<file path="src/rtl/ram_scan_viewer_pkg.sv">
// Shared types and default sizes for the RAM scan viewer.
package ram_scan_pkg;
  localparam int DEF_ADDR_W = 5;
  localparam int DEF_DATA_W = 8;
  localparam int DEF_DEPTH  = 32;

  typedef enum logic [2:0] {INIT, IDLE, WRITE, RD, CAP} state_t;
endpackage

</file>
<file path="src/rtl/ram_scan_viewer_spram.sv">
// Inferred single-port RAM, read-first, registered output (1-cycle read latency).
module sync_spram #(
  parameter int ADDR_W = 5,
  parameter int DATA_W = 8,
  parameter int DEPTH  = 32
) (
  input  logic              i_clk,
  input  logic              i_we,
  input  logic [ADDR_W-1:0] i_addr,
  input  logic [DATA_W-1:0] i_wdata,
  output logic [DATA_W-1:0] o_q
);
  logic [DATA_W-1:0] r_mem [DEPTH];
  logic [DATA_W-1:0] r_q;

  always_ff @(posedge i_clk) begin
    r_q <= r_mem[i_addr];
    if (i_we) r_mem[i_addr] <= i_wdata;
  end

  assign o_q = r_q;
endmodule

</file>
<file path="src/rtl/ram_scan_viewer.sv">
// RAM front end: switch-driven writes, divided-rate scan/manual reads, held display pair.
// Optional RAM_CLEAR_EN: zero the whole RAM after every reset before going idle.
module ram_scan_viewer import ram_scan_pkg::*; #(
  parameter int ADDR_W   = DEF_ADDR_W,
  parameter int DATA_W   = DEF_DATA_W,
  parameter int DEPTH    = DEF_DEPTH,
  parameter int SCAN_DIV = 50000000
) (
  input  logic              CLOCK_50,
  input  logic              reset,
  input  logic              wr_req,
  input  logic [ADDR_W-1:0] wr_addr,
  input  logic [DATA_W-1:0] wr_data,
  input  logic              mode,
  input  logic [ADDR_W-1:0] man_addr,
  input  logic              pause,
  output logic              busy,
  output logic              wr_done,
  output logic [ADDR_W-1:0] disp_addr,
  output logic [DATA_W-1:0] disp_data,
  output logic              disp_valid
);
  localparam int                CNT_W     = $clog2(SCAN_DIV);
  localparam logic [CNT_W-1:0]  CNT_MAX   = CNT_W'(SCAN_DIV - 1);
  localparam logic [ADDR_W-1:0] LAST_ADDR = ADDR_W'(DEPTH - 1);
`ifdef RAM_CLEAR_EN
  localparam state_t RST_ST = INIT;
`else
  localparam state_t RST_ST = IDLE;
`endif

  logic              r_sync1, r_sync2, r_sync3, r_wr_edge;
  logic [ADDR_W-1:0] r_wr_addr, r_scan_addr, r_rd_addr, r_cap_addr, r_disp_addr;
  logic [DATA_W-1:0] r_wr_data, r_disp_data;
  logic              r_wr_pend, r_tick_pend, r_wr_done, r_disp_valid;
  logic [CNT_W-1:0]  r_cnt;
  state_t            r_state;
`ifdef RAM_CLEAR_EN
  logic [ADDR_W-1:0] r_init_addr;
`endif

  logic              w_tick, w_wr_go, w_ram_we;
  logic [ADDR_W-1:0] w_ram_addr;
  logic [DATA_W-1:0] w_ram_wdata, w_ram_q;

  // Synchroniser is left out of reset so a switch held high across reset
  // does not look like a fresh rising edge afterwards.
  always_ff @(posedge CLOCK_50) begin
    r_sync1 <= wr_req;
    r_sync2 <= r_sync1;
    r_sync3 <= r_sync2;
  end

  always_ff @(posedge CLOCK_50) begin
    if (reset) r_wr_edge <= 1'b0;
    else       r_wr_edge <= r_sync2 & ~r_sync3;
  end

  assign w_tick  = (r_cnt == CNT_MAX);
  assign w_wr_go = r_wr_edge | r_wr_pend;

  always_ff @(posedge CLOCK_50) begin
    if (reset)                r_cnt <= '0;
`ifdef RAM_CLEAR_EN
    else if (r_state == INIT) r_cnt <= '0;
`endif
    else if (w_tick)          r_cnt <= '0;
    else                      r_cnt <= r_cnt + CNT_W'(1);
  end

  // Read address is latched at the tick so a deferred read still uses the
  // address that was current when its tick fired.
  always_ff @(posedge CLOCK_50) begin
    if (reset) begin
      r_scan_addr <= '0;
      r_rd_addr   <= '0;
    end else if (w_tick) begin
      r_rd_addr <= mode ? man_addr : r_scan_addr;
      if (!mode && !pause)
        r_scan_addr <= (r_scan_addr == LAST_ADDR) ? '0 : r_scan_addr + ADDR_W'(1);
    end
  end

  always_ff @(posedge CLOCK_50) begin
    if (reset) begin
      r_state      <= RST_ST;
      r_wr_pend    <= 1'b0;
      r_tick_pend  <= 1'b0;
      r_wr_done    <= 1'b0;
      r_wr_addr    <= '0;
      r_wr_data    <= '0;
      r_cap_addr   <= '0;
      r_disp_addr  <= '0;
      r_disp_data  <= '0;
      r_disp_valid <= 1'b0;
`ifdef RAM_CLEAR_EN
      r_init_addr  <= '0;
`endif
    end else begin
      r_wr_done <= 1'b0;
      if (r_wr_edge && r_state != INIT) begin
        r_wr_addr <= wr_addr;
        r_wr_data <= wr_data;
      end
      if (r_wr_edge && r_state != INIT && r_state != IDLE) r_wr_pend <= 1'b1;
      if (w_tick && (r_state != IDLE || w_wr_go))          r_tick_pend <= 1'b1;
      case (r_state)
`ifdef RAM_CLEAR_EN
        INIT: begin
          r_init_addr <= r_init_addr + ADDR_W'(1);
          if (r_init_addr == LAST_ADDR) r_state <= IDLE;
        end
`endif
        IDLE: begin
          if (w_wr_go) r_state <= WRITE;
          else if (w_tick || r_tick_pend) begin
            r_state     <= RD;
            r_tick_pend <= 1'b0;
          end
        end
        WRITE: begin
          r_state   <= IDLE;
          r_wr_done <= 1'b1;
          if (!r_wr_edge) r_wr_pend <= 1'b0;
        end
        RD: begin
          r_state    <= CAP;
          r_cap_addr <= r_rd_addr;
        end
        CAP: begin
          r_state      <= IDLE;
          r_disp_addr  <= r_cap_addr;
          r_disp_data  <= w_ram_q;
          r_disp_valid <= 1'b1;
        end
        default: r_state <= IDLE;
      endcase
    end
  end

  always_comb begin
    w_ram_we    = 1'b0;
    w_ram_addr  = r_rd_addr;
    w_ram_wdata = r_wr_data;
    case (r_state)
      WRITE: begin
        w_ram_we   = ~reset;
        w_ram_addr = r_wr_addr;
      end
`ifdef RAM_CLEAR_EN
      INIT: begin
        w_ram_we    = ~reset;
        w_ram_addr  = r_init_addr;
        w_ram_wdata = '0;
      end
`endif
      default: ;
    endcase
  end

  sync_spram #(.ADDR_W(ADDR_W), .DATA_W(DATA_W), .DEPTH(DEPTH)) u_ram (
    .i_clk   (CLOCK_50),
    .i_we    (w_ram_we),
    .i_addr  (w_ram_addr),
    .i_wdata (w_ram_wdata),
    .o_q     (w_ram_q)
  );

  assign busy       = ~reset & (r_state != IDLE);
  assign wr_done    = r_wr_done;
  assign disp_addr  = r_disp_addr;
  assign disp_data  = r_disp_data;
  assign disp_valid = r_disp_valid;
endmodule
</file>
<file path="config.mk">
export PLATFORM = sky130hd
export DESIGN_NAME = ram_scan_viewer
export DESIGN_NICKNAME = d
export VERILOG_FILES = /design/src/rtl/ram_scan_viewer_pkg.sv /design/src/rtl/ram_scan_viewer_spram.sv /design/src/rtl/ram_scan_viewer.sv
export SDC_FILE = /design/constraint.sdc
export NUM_CORES = 1
export LEC_CHECK = 0
export ABC_AREA = 1
export BUFFER_PORTS_ARGS = -buffer_cell sky130_fd_sc_hd__buf_2
export CAP_MARGIN = 5
export CELL_PAD_IN_SITES_DETAIL_PLACEMENT = 0
export CELL_PAD_IN_SITES_GLOBAL_PLACEMENT = 2
export CORE_UTILIZATION = 43
export DETAILED_ROUTE_END_ITERATION = 12
export PLACE_DENSITY = 0.81
export SYNTH_ARGS = -nofsm -noshare
export SYNTH_HDL_FRONTEND = slang
export SYNTH_SLANG_ARGS = --single-unit
export TNS_END_PERCENT = 30
</file>
<file path="constraint.sdc">
create_clock -name CLOCK_50 -period 3.7 [get_ports CLOCK_50]
set_input_delay 0.74 -clock CLOCK_50 [delete_from_list [all_inputs] [get_ports CLOCK_50]]
set_output_delay 0.74 -clock CLOCK_50 [all_outputs]
set_load 0.01 [all_outputs]
</file>
==> results.md, run 1 <==
- Status: finished clean
- Hold Path Depth: 1
- Fin. Hold Viols: 0
- R2r startpoint: r_state[1]
- Initial Util: ~44%
- Max Fclk: 0.368 GHz
- Critical path class: flop to flop
- Root Driver: clkbuf_16
- Area grow syn2layout: 14.2%
- Largest net degree at the start of global routing: 89
- Layout Nets: around 1600
- Synth Instances: between 1500 and 2000
- First-pass GRT wire length: 59200 um
- CP Capture Type: flop
- Die ar.: 34400 um^2
- Combinational cell fraction of total power: 8.1%
- Multi-input gate area: about 4600 um^2
- Cell count of the worst reg-to-reg path: 11
- Sequential power share: between 40% and 50%
- Initial antenna violation count: 0
- Bufs on Longest Clock Path: 3
- Post-Synthesis Cell Area: between 10000 and 15000 um^2
- Register area share after synthesis: between 60% and 70%
- Sw Share: 23.7%
- Core box area: 32900 um^2
- CTS Buf Count: 38
- Worst hold margin: between 0.3 and 0.4 ns
- Die Y: 186 um
- Synth Area in Simple Gates: 28.3%
- Final setup fails: 0
- Reg-to-Reg End: u_ram.o_q[3]
- Highest metal used: met4
- Clock Latency Late Sink: 0.53 ns
- Resize count post-CTS: 0
- Storage element area: 9410 um^2
- IO Count: 39
- Number of global-route vias before repair: 9992
- Clock-pin slew on the worst setup and hold paths: 0.06 ns
- Fin. max-slew vios: 0
- Worst-margin pin slew: approximately 1.3 ns
- Reg2Reg Setup Slack: 0.98 ns
- Final Cell Area: around 17000 um^2
- Fin cells: a little over 2000
- Pre-CTS setup slack: about 0.97 ns
- Final Cycle Share: 73.5%
- Slew headroom: around an eighth
- WL met1: 18200 um
- Hold Path End: r_sync1
- Final min period: 2.72 ns
- I/O Buffers: 38
- Drt first pass iters: 5
- Via count: 10400
- H-tree depth: 2
- Setup Fix Bufs, Post-CTS: 0
- Mapped Nets: approximately 1600
- WL met2: 17700 um
- Diodes inserted: 0
- DRT Wirelength: 38600 um
- Max-cap violations: 0
- Synth Area in XOR/XNOR: less than 1%
- Hold path startpoint: wr_req
- Share of cells above drive strength 1: 9.99%
- P_sw: 2.12 mW
- Clk network pwr share: 43.3%
- Fillers: 3207
- Final Wtd Congestion: roughly 0.80
- Leakage: ~6.7 nW
- Largest family of logic cells by synthesized area: simple AND/OR/NAND/NOR gates
- Drc violations: 0
- Adder and majority gate portion of the synthesized area: 0.259%
- Max VDD drop: 0.000400 V
- Pwr Density: 540 nW/um^2
- Clock skew: 0.0178 ns
- Setup TNS: 0 ns
- CP startpoint kind: flop
- Post-DP HPWL: 24100 um
- Multiplexer share of the synthesized area: 0%
- Worst setup margin: ~0.98 ns
- Wirelength per Cell: 18.8 um
- Pint: ~6.8 mW
- Syn Area/Cell: ~9.5 um^2
- RSZ-0062 raised after global routing: no
- Global route total overflow: 0
- Hold Buf Count CTS: 0
- TritonCTS clock tree: yes
- CTS Sinks: ~340
- WP data arrival: 3.12 ns
- # rows: 66
- Placed cell count: around 2000
- Post-synthesis compound-gate area fraction: 2.62%
- Hold Crit Class: primary input to flop
- Met3 Wirelength: 2060 um
- Initial DRC Count: 731
- Crit path max fanout: 36
- Post-synth cell types: 33
- Horiz. Die Dim: 186 um
- Synth Register Bits: 342
- Yosys warning count: 0
- Antenna violation net count after detailed routing: 0
- CP required: 4.10 ns
- Dpl cell area: roughly 15000 um^2
- GRT Total Usage: 23.1%
- Vias per cell: 5.05
==> cell usage after synthesis <==
master    instances  area, um^2
nand2_4           3        33.8
nor3_2            3        30.0
nand4_1           8        50.1
nand3b_1          1        7.51
or2_0             1        6.26
nor3_1           16        80.1
ha_1              3        37.5
nor3b_1           5        37.5
nand3_1         159         796
buf_4             2        15.0
or2_2             3        18.8
xnor2_1           2        17.5
nor2_2            1        6.26
a211oi_1          5        37.5
o22ai_1           1        6.26
nand2_2           1        6.26
nor4_1            2        12.5
edfxtp_1        256        7690
buf_1             2        7.51
nand2_1         630        2360
o21ai_4           1        16.3
nor2_1          148         556
xor2_1            5        43.8
nor2_4            1        11.3
dfxtp_1          86        1720
a21oi_1          26         130
nor3_4            5        81.3
inv_2             7        26.3
clkbuf_1         33         124
o21ai_0          36         180
o21ai_2           1        8.76
inv_1            50         188
buf_2            29         145
==> placed cells by master (no fill, tap or decap), types with 2 or more instances in the layout <==
cell,n
nand2_1,629
edfxtp_1,256
nand3_1,157
nor2_1,148
dfxtp_1,86
inv_1,50
clkbuf_16,41
buf_2,38
buf_4,38
o21ai_0,36
a21oi_1,26
nor3_1,16
clkbuf_1,9
nand4_1,8
inv_2,7
nor3b_1,5
xor2_1,5
nor3_4,5
a211oi_1,5
clkinv_1,5
clkinv_2,5
bufinv_16,4
clkbuf_8,4
or2_2,3
nand2_4,3
nor3_2,3
ha_1,3
nor4_1,2
nand2_2,2
o21ai_4,2
xnor2_1,2
==> stage by stage <==
stage	util [%]	power (mW)
floorplan	-	4.84
global placement	46.4	5.17
detailed placement	46.4	5.17
CTS	50.4	9.05
global route	50.4	9.27
finish	50.4	8.94
==> power groups by stage <==
stage	sequential (mW)	clock, mW	combinational (mW)
global placement	4.43	0	0.737
finish	4.35	3.87	0.728
CTS	4.35	3.96	0.739
global route	4.36	4.10	0.814
floorplan	4.42	0	0.419
detailed placement	4.43	0	0.737
==> registers in the layout (all words and copies together), names as in the netlist <==
signal       count
r_wr_pend        1
disp_addr        5
disp_data        8
r_wr_edge        1
r_sync2          1
r_sync1          1
r_rd_addr        5
r_scan_addr      5
r_state          3
wr_done          1
r_tick_pend      1
u_ram.r_mem    256
r_cnt           26
u_ram.o_q        8
r_wr_addr        5
disp_valid       1
r_wr_data        8
r_cap_addr       5
r_sync3          1
==> metal layers <==
layer | global-route usage, % | vias up
li1 | - | 5181
met1 | 33.0 | 4898
met2 | 36.9 | 251
met3 | 3.56 | 48
met4 | 5.57 | 0
met5 | 0 | -
==> cell families (layout without fill, tap and decap cells) <==
kind of cell | count (synthesis) | count (layout)
compound gates | 70 | 70
flops | 342 | 342
buf+inv | 123 | 203
simple gates | 987 | 987
fa+ha+maj | 3 | 3
xor+xnor | 7 | 7
==> worst max-delay path by stage <==
stage,from,end,slack (ns),depth (start not counted)
floorplan,r_state[1],u_ram.r_mem[13][0],1.54,8
global placement,r_state[1],u_ram.r_mem[22][6],1.01,6
detailed placement,reset,u_ram.r_mem[1][4],0.97,5
CTS,r_state[1],u_ram.r_mem[22][1],0.97,6
global route,r_state[1],u_ram.r_mem[23][0],0.75,6
finish,r_state[1],u_ram.o_q[3],0.98,11
==> critical path, cell delays in order (launching register included) <==
cell and delay [ns]:
dfxtp_1 0.56, nand3_4 0.40, buf_4 0.39, buf_4 0.32, nand3_1 0.14, nand2_1 0.07
nand2_1 0.09, nand2_1 0.07, nand2_1 0.07, nand2_1 0.08, nor2_1 0.27, nand2_1 0.10
==> cell type report <==
cell class	instances	area share [%]
sequential	342	56.8
multi-input combinational	1067	27.8
clock buffer	54	6.74
tap	442	3.34
timing repair buffer	76	2.87
inverter	57	1.29
clock inverter	16	1.10
Note: power is estimated with default switching activity, not from simulation.
==> run 2, diff against run 1 <==
Settings changed: CORE_UTILIZATION 43 to 40, PLACE_DENSITY 0.81 to 0.76.
Clock period 3.7 ns to 2.55 ns, I/O delays scaled along.
==> results.md, run 2 (same netlist as run 1, synthesis figures left out) <==
- Layout Nets: 1647 (+2.4%)
- Final min period: 2.27 ns (-0.446 ns)
- CP required: 2.78 ns (-1.32 ns)
- Initial DRC Count: 665 (-9.0%)
- Clock-pin slew on the worst setup and hold paths: 0.06 ns (about the same)
- Post-DP HPWL: 24800 um (+3.1%)
- Worst-margin pin slew: 0.888 ns (-0.423 ns)
- Hold path startpoint: wr_req
- Bufs on Longest Clock Path: 3 (unchanged)
- Final Cell Area: 16900 um^2 (+1.9%)
- CTS Buf Count: 39 (+2.6%)
- GRT Total Usage: 21.3% (-1.8 points)
- Initial Util: 40.7% (-3.3 points)
- Final setup fails: 0 (unchanged)
- Root Driver: clkbuf_16
- Resize count post-CTS: 0 (unchanged)
- Fillers: 3398 (+6.0%)
- Vias per cell: 4.94 (-2.1%)
- Max-cap violations: 0 (unchanged)
- I/O Buffers: 38 (unchanged)
- Initial antenna violation count: 2 (+2)
- Biggest register: u_ram.r_mem
- Largest regs: u_ram.r_mem x256, r_cnt x26
- Share of cells above drive strength 1: 12.1% (+2.1 points)
- Max VDD drop: 0.000422 V (+5.5%)
- Crit path max fanout: 8 (-78%)
- Max FFs per register: 256 (unchanged)
- Die Y: 192 um (+3.6%)
- Global route total overflow: 0 (unchanged)
- Final Cycle Share: 89.2% (+16 points)
- Crit path from: r_state[1]
- Setup Fix Bufs, Post-CTS: 0 (unchanged)
- CP Capture Type: flop
- Fin. Hold Viols: 0 (unchanged)
- Hold Crit Class: primary input to flop
- WP data arrival: 2.51 ns (-0.61 ns)
- Storage element area: 9410 um^2 (unchanged)
- Number of global-route vias before repair: 10100 (+0.81%)
- Worst hold margin: 0.0782 ns (-0.233 ns)
- Wirelength per Cell: 18.3 um (-2.8%)
- Dpl cell area: 15700 um^2 (+2.7%)
- CP startpoint kind: flop
- Final Wtd Congestion: 0.804 (about the same)
- Slew headroom: 40.8% (+28 points)
- Drt first pass iters: 5 (unchanged)
- Commonest non-fill, non-tap cell in the layout: nand2_1
- Core box area: 35600 um^2 (+8.2%)
- DRT Wirelength: 38600 um (about the same)
- Pwr Density: 747 nW/um^2 (+38%)
- RSZ-0062 raised after global routing: no
- Most frequent cells in the layout: nand2_1 (629), edfxtp_1 (256), nand3_1 (157)
- Status: finished clean
- Via count: 10400 (+0.63%)
- Hold Buf Count CTS: 0 (unchanged)
- First-pass GRT wire length: 58700 um (-0.76%)
- Leakage: 6.89 nW (+2.8%)
- CTS Sinks: 342 (unchanged)
- TritonCTS clock tree: yes
- H-tree depth: 2 (unchanged)
- Horiz. Die Dim: 192 um (+3.6%)
- # rows: 69 (+4.5%)
- Critical path class: flop to flop
- Clock Latency Late Sink: 0.53 ns (about the same)
- Fin cells: 2112 (+2.8%)
- Antenna violation net count after detailed routing: 0 (unchanged)
- Placed cell count: 2041 (+2.9%)
- Total design power: 12.6 mW (+41%)
- Fin. max-slew vios: 0 (unchanged)
- R2r startpoint: r_state[1]
- Setup TNS: 0 ns (unchanged)
- Largest net degree at the start of global routing: 89 (unchanged)
- Max Fclk: 0.440 GHz (+20%)
- IO Count: 39 (unchanged)
- Multi-input gate area: 4610 um^2 (+0.22%)
- Area grow syn2layout: 16.4%
- Drc violations: 0 (unchanged)
- Die ar.: 37000 um^2 (+7.4%)
- Clock skew: 0.0154 ns (-0.00240 ns)
-- run 2: final cells by class --
cell class,instances,share of cell area [%]
clock inverters,19,0.601
flip-flops and latches,342,55.8
clock buffers,51,6.48
repair buffers,114,5.10
diodes,1,0.0148
multi-input cells,1067,27.3
inverters,57,1.27
well taps,461,3.42
-- run 2: report_power, final --
part | switching (mW) | total, mW | internal, mW
sequential | 0.125 | 6.31 | 6.18
combinational | 0.802 | 1.10 | 0.296
clock | 2.18 | 5.20 | 3.02
total | 3.10 | 12.6 | 9.50
-- run 2: final timing paths --
path / slack [ns] / cells after the start / end
worst min register to register: 0.34 / 0 / r_sync2
worst max-delay path: 0.28 / 7 / u_ram.r_mem[14][5]
worst min-delay path: 0.08 / 1 / r_sync1
worst max register to register: 0.28 / 7 / u_ram.r_mem[14][5]
-- run 2: worst max-delay path, stage by stage, from the launching register on --
cell and delay (ns):
dfxtp_1 0.55, nand3_1 0.19, nand2_4 0.18, inv_1 0.17
nor3_2 0.34, inv_1 0.18, nor2_1 0.17, buf_4 0.19
-- run 2: per-stage QoR --
stage	setup WS [ns]	util, %
after floorplan	0.392	-
after CTS	0.251	47.4
after global placement	0.312	44.1
after global routing	0.192	47.4
after detailed placement	0.273	44.1
final	0.276	47.4
-- run 2: routing by layer --
metal | GRT usage, % | routed length, um | part of all wire, % | vias to the layer above
li1 | - | - | - | 5263
met1 | 30.2 | 18100 | 47 | 4902
met2 | 34.3 | 17900 | 46 | 220
met3 | 3.04 | 1930 | 5.0 | 58
met4 | 5.66 | 689 | 1.8 | 0
met5 | 0 | 0 | 0 | -
==> run 3, diff against run 2 <==
Settings changed: BUFFER_PORTS_ARGS -buffer_cell sky130_fd_sc_hd__buf_2 to default, CORE_UTILIZATION 40 to 41, DONT_BUFFER_PORTS from default to 1, PLACE_DENSITY 0.76 to default, PLACE_DENSITY_LB_ADDON from default to 0.25.
==> results.md, run 3 (same netlist as run 1, synthesis figures left out) <==
- Post-DP HPWL: 24500 um (-1.3%)
- Fin. Hold Viols: 0 (unchanged)
- Horiz. Die Dim: 190 um (-1.2%)
- Global route total overflow: 0 (unchanged)
- Crit path max fanout: 9 (+1)
- Core box area: 34600 um^2 (-2.6%)
- Final Wtd Congestion: 0.805 (+0.11%)
- Area grow syn2layout: 15.7%
- CP Capture Type: flop
- Hold Buf Count CTS: 1 (+1)
- Max-cap violations: 0 (unchanged)
- Final min period: 2.33 ns (+0.0537 ns)
- Worst setup margin: 0.222 ns (-0.0537 ns)
- CTS Sinks: 342 (unchanged)
- Pre-CTS setup slack: 0.266 ns (-0.00650 ns)
- Final Cell Area: 16800 um^2 (-0.60%)
- RSZ-0062 raised after global routing: no
- P_sw: 3.07 mW (-1.2%)
- Wirelength per Cell: 18.5 um (+1.2%)
- Setup TNS: 0 ns (unchanged)
- I/O Buffers: 0 (-100%)
- WP data arrival: 2.56 ns (+0.05 ns)
- CP required: 2.78 ns (about the same)
- Slowest cell on crit path: dfxtp_1
- Largest net degree at the start of global routing: 89 (unchanged)
- Final setup fails: 0 (unchanged)
- Drc violations: 0 (unchanged)
- # rows: 68 (-1.4%)
- H-tree depth: 2 (unchanged)
- Clk network pwr share: 42.1% (+0.8 points)
- Via count: 10400 (-0.31%)
- Share of cells above drive strength 1: 10.5% (-1.6 points)
- Root Driver: clkbuf_16
- Fin. max-slew vios: 0 (unchanged)
- Layout Nets: 1618 (-1.8%)
- DRT Wirelength: 38400 um (-0.46%)
- Largest regs: u_ram.r_mem x256, r_cnt x26
- Worst-margin pin slew: 0.564 ns (-0.324 ns)
- Final Core Density: 48.4% (+1.0 points)
- Pwr Density: 759 nW/um^2 (+1.6%)
- Storage element area: 9410 um^2 (unchanged)
- Sw Share: 24.1% (-0.52 points)
- Pint: 9.66 mW (+1.6%)
- IO Count: 39 (unchanged)
- Reg2Reg Setup Slack: 0.22 ns (-0.05 ns)
- Initial antenna violation count: 0 (-2)
- Crit path cell chain: nand3_1, nand2_4, inv_1, nor3_2, inv_1, nor2_1, buf_4
- Crit path largest cell delay: 0.54 ns (about the same)
- Clock skew: 0.0253 ns (+0.00989 ns)
- Drt first pass iters: 5 (unchanged)
- Reg-to-Reg End: u_ram.r_mem[26][6]
- Max FFs per register: 256 (unchanged)
- CTS Buf Count: 38 (-2.6%)
- Setup Fix Bufs, Post-CTS: 0 (unchanged)
- Resize count post-CTS: 0 (unchanged)
- Number of global-route vias before repair: 10100 (+0.57%)
- Multi-input gate area: 4610 um^2 (unchanged)
- Dpl cell area: 15500 um^2 (-0.91%)
- Cell count of the worst reg-to-reg path: 7 (unchanged)
- Most frequent cells in the layout: nand2_1 (629), edfxtp_1 (256), nand3_1 (157)
- Status: finished clean
- Worst setup path end: u_ram.r_mem[26][6]
- CP startpoint kind: flop
- Vias per cell: 5.01 (+1.4%)
- Antenna violation net count after detailed routing: 0 (unchanged)
- Combinational cell fraction of total power: 8.4% (-0.3 points)
- Max VDD drop: 0.000663 V (+57%)
- Initial Util: 41.8% (+1.1 points)
- Die ar.: 36100 um^2 (-2.4%)
- Bufs on Longest Clock Path: 3 (unchanged)
- Leakage: 6.78 nW (-1.6%)
- Initial DRC Count: 699 (+5.1%)
- Critical path class: flop to flop
- Hold Crit Class: primary input to flop
- Diodes inserted: 0 (-1)
- Fillers: 3267 (-3.9%)
- TritonCTS clock tree: yes
- Clock-pin slew on the worst setup and hold paths: 0.06 ns (about the same)
- Die Y: 190 um (-1.2%)
- Sequential power share: 49.6% (-0.4 points)
- Commonest non-fill, non-tap cell in the layout: nand2_1
- R2r startpoint: r_state[1]
- Clock Latency Late Sink: 0.54 ns (about the same)
- GRT Total Usage: 21.9% (+0.51 points)
- Slew headroom: 62.2% (+21 points)
- Most used cell, CP: inv_1
- Max Fclk: 0.430 GHz (-2.3%)
- Crit path from: r_state[1]
- Final Cycle Share: 91.3% (+2.1 points)
- First-pass GRT wire length: 59600 um (+1.6%)
- Biggest register: u_ram.r_mem
run 3: cell types whose count changed in the layout (fill, tap and decap cells not counted), sizes merged:
| cell | delta |
|---|---|
| dlygate4sd3 | +1 |
| clkinv | -1 |
| clkinvlp | -2 |
| bufinv | +3 |
| buf | -29 |
| diode | -1 |
run 3: through the flow:
stage	total power [mW]	hold slack [ns]	std cells
3_5_place_dp	7.51	0.323	2006
5_1_grt	13.2	0.0268	2077
6_report	12.7	0.0433	2077
3_3_place_gp	7.50	0.329	2006
4_1_cts	12.9	0.0205	2077
2_1_floorplan	7.02	0.310	1532
run 3: routing by layer:
| layer | routed length (um) | global-route usage, % | part of all wire [%] | vias up |
|---|---|---|---|---|
| li1 | - | - | - | 5200 |
| met1 | 18400 | 31.1 | 48 | 4953 |
| met2 | 17800 | 35.5 | 46 | 215 |
| met3 | 1640 | 2.80 | 4.3 | 43 |
| met4 | 585 | 5.02 | 1.5 | 0 |
| met5 | 0 | 0 | 0 | - |
run 3: layout make-up:
class                           instances  area share [%]
Multi-Input combinational cell       1067            27.5
Tap cell                              455            3.39
Inverter                               57            1.28
Timing Repair Buffer                   86            4.39
Clock buffer                           51            6.24
Sequential cell                       342            56.1
Clock inverter                         19            1.09
run 3: worst min path at each step:
stage / start / endpoint / slack (ns) / depth (start not counted)
after global placement: r_sync1 / r_sync2 / 0.33 / 0
after CTS: reset / disp_valid / 0.02 / 1
after global routing: reset / r_scan_addr[4] / 0.03 / 1
after detailed placement: r_sync1 / r_sync2 / 0.32 / 0
final: reset / disp_valid / 0.04 / 1
after floorplan: r_sync1 / r_sync2 / 0.31 / 0
run 3: power by group through the flow:
stage                     combinational [mW]  clock [mW]  sequential (mW)
after floorplan                        0.608           0             6.41
final                                   1.07        5.35             6.31
after global placement                  1.07           0             6.43
after global routing                    1.19        5.68             6.32
after CTS                               1.08        5.46             6.31
after detailed placement                1.08           0             6.43
run 3: critical path: cells and delay by family, from the launching register on:
kind / cells / cell delay, ns
and+or+nand+nor: 4 / 0.94
DFF: 1 / 0.54
buffers and inverters: 3 / 0.53
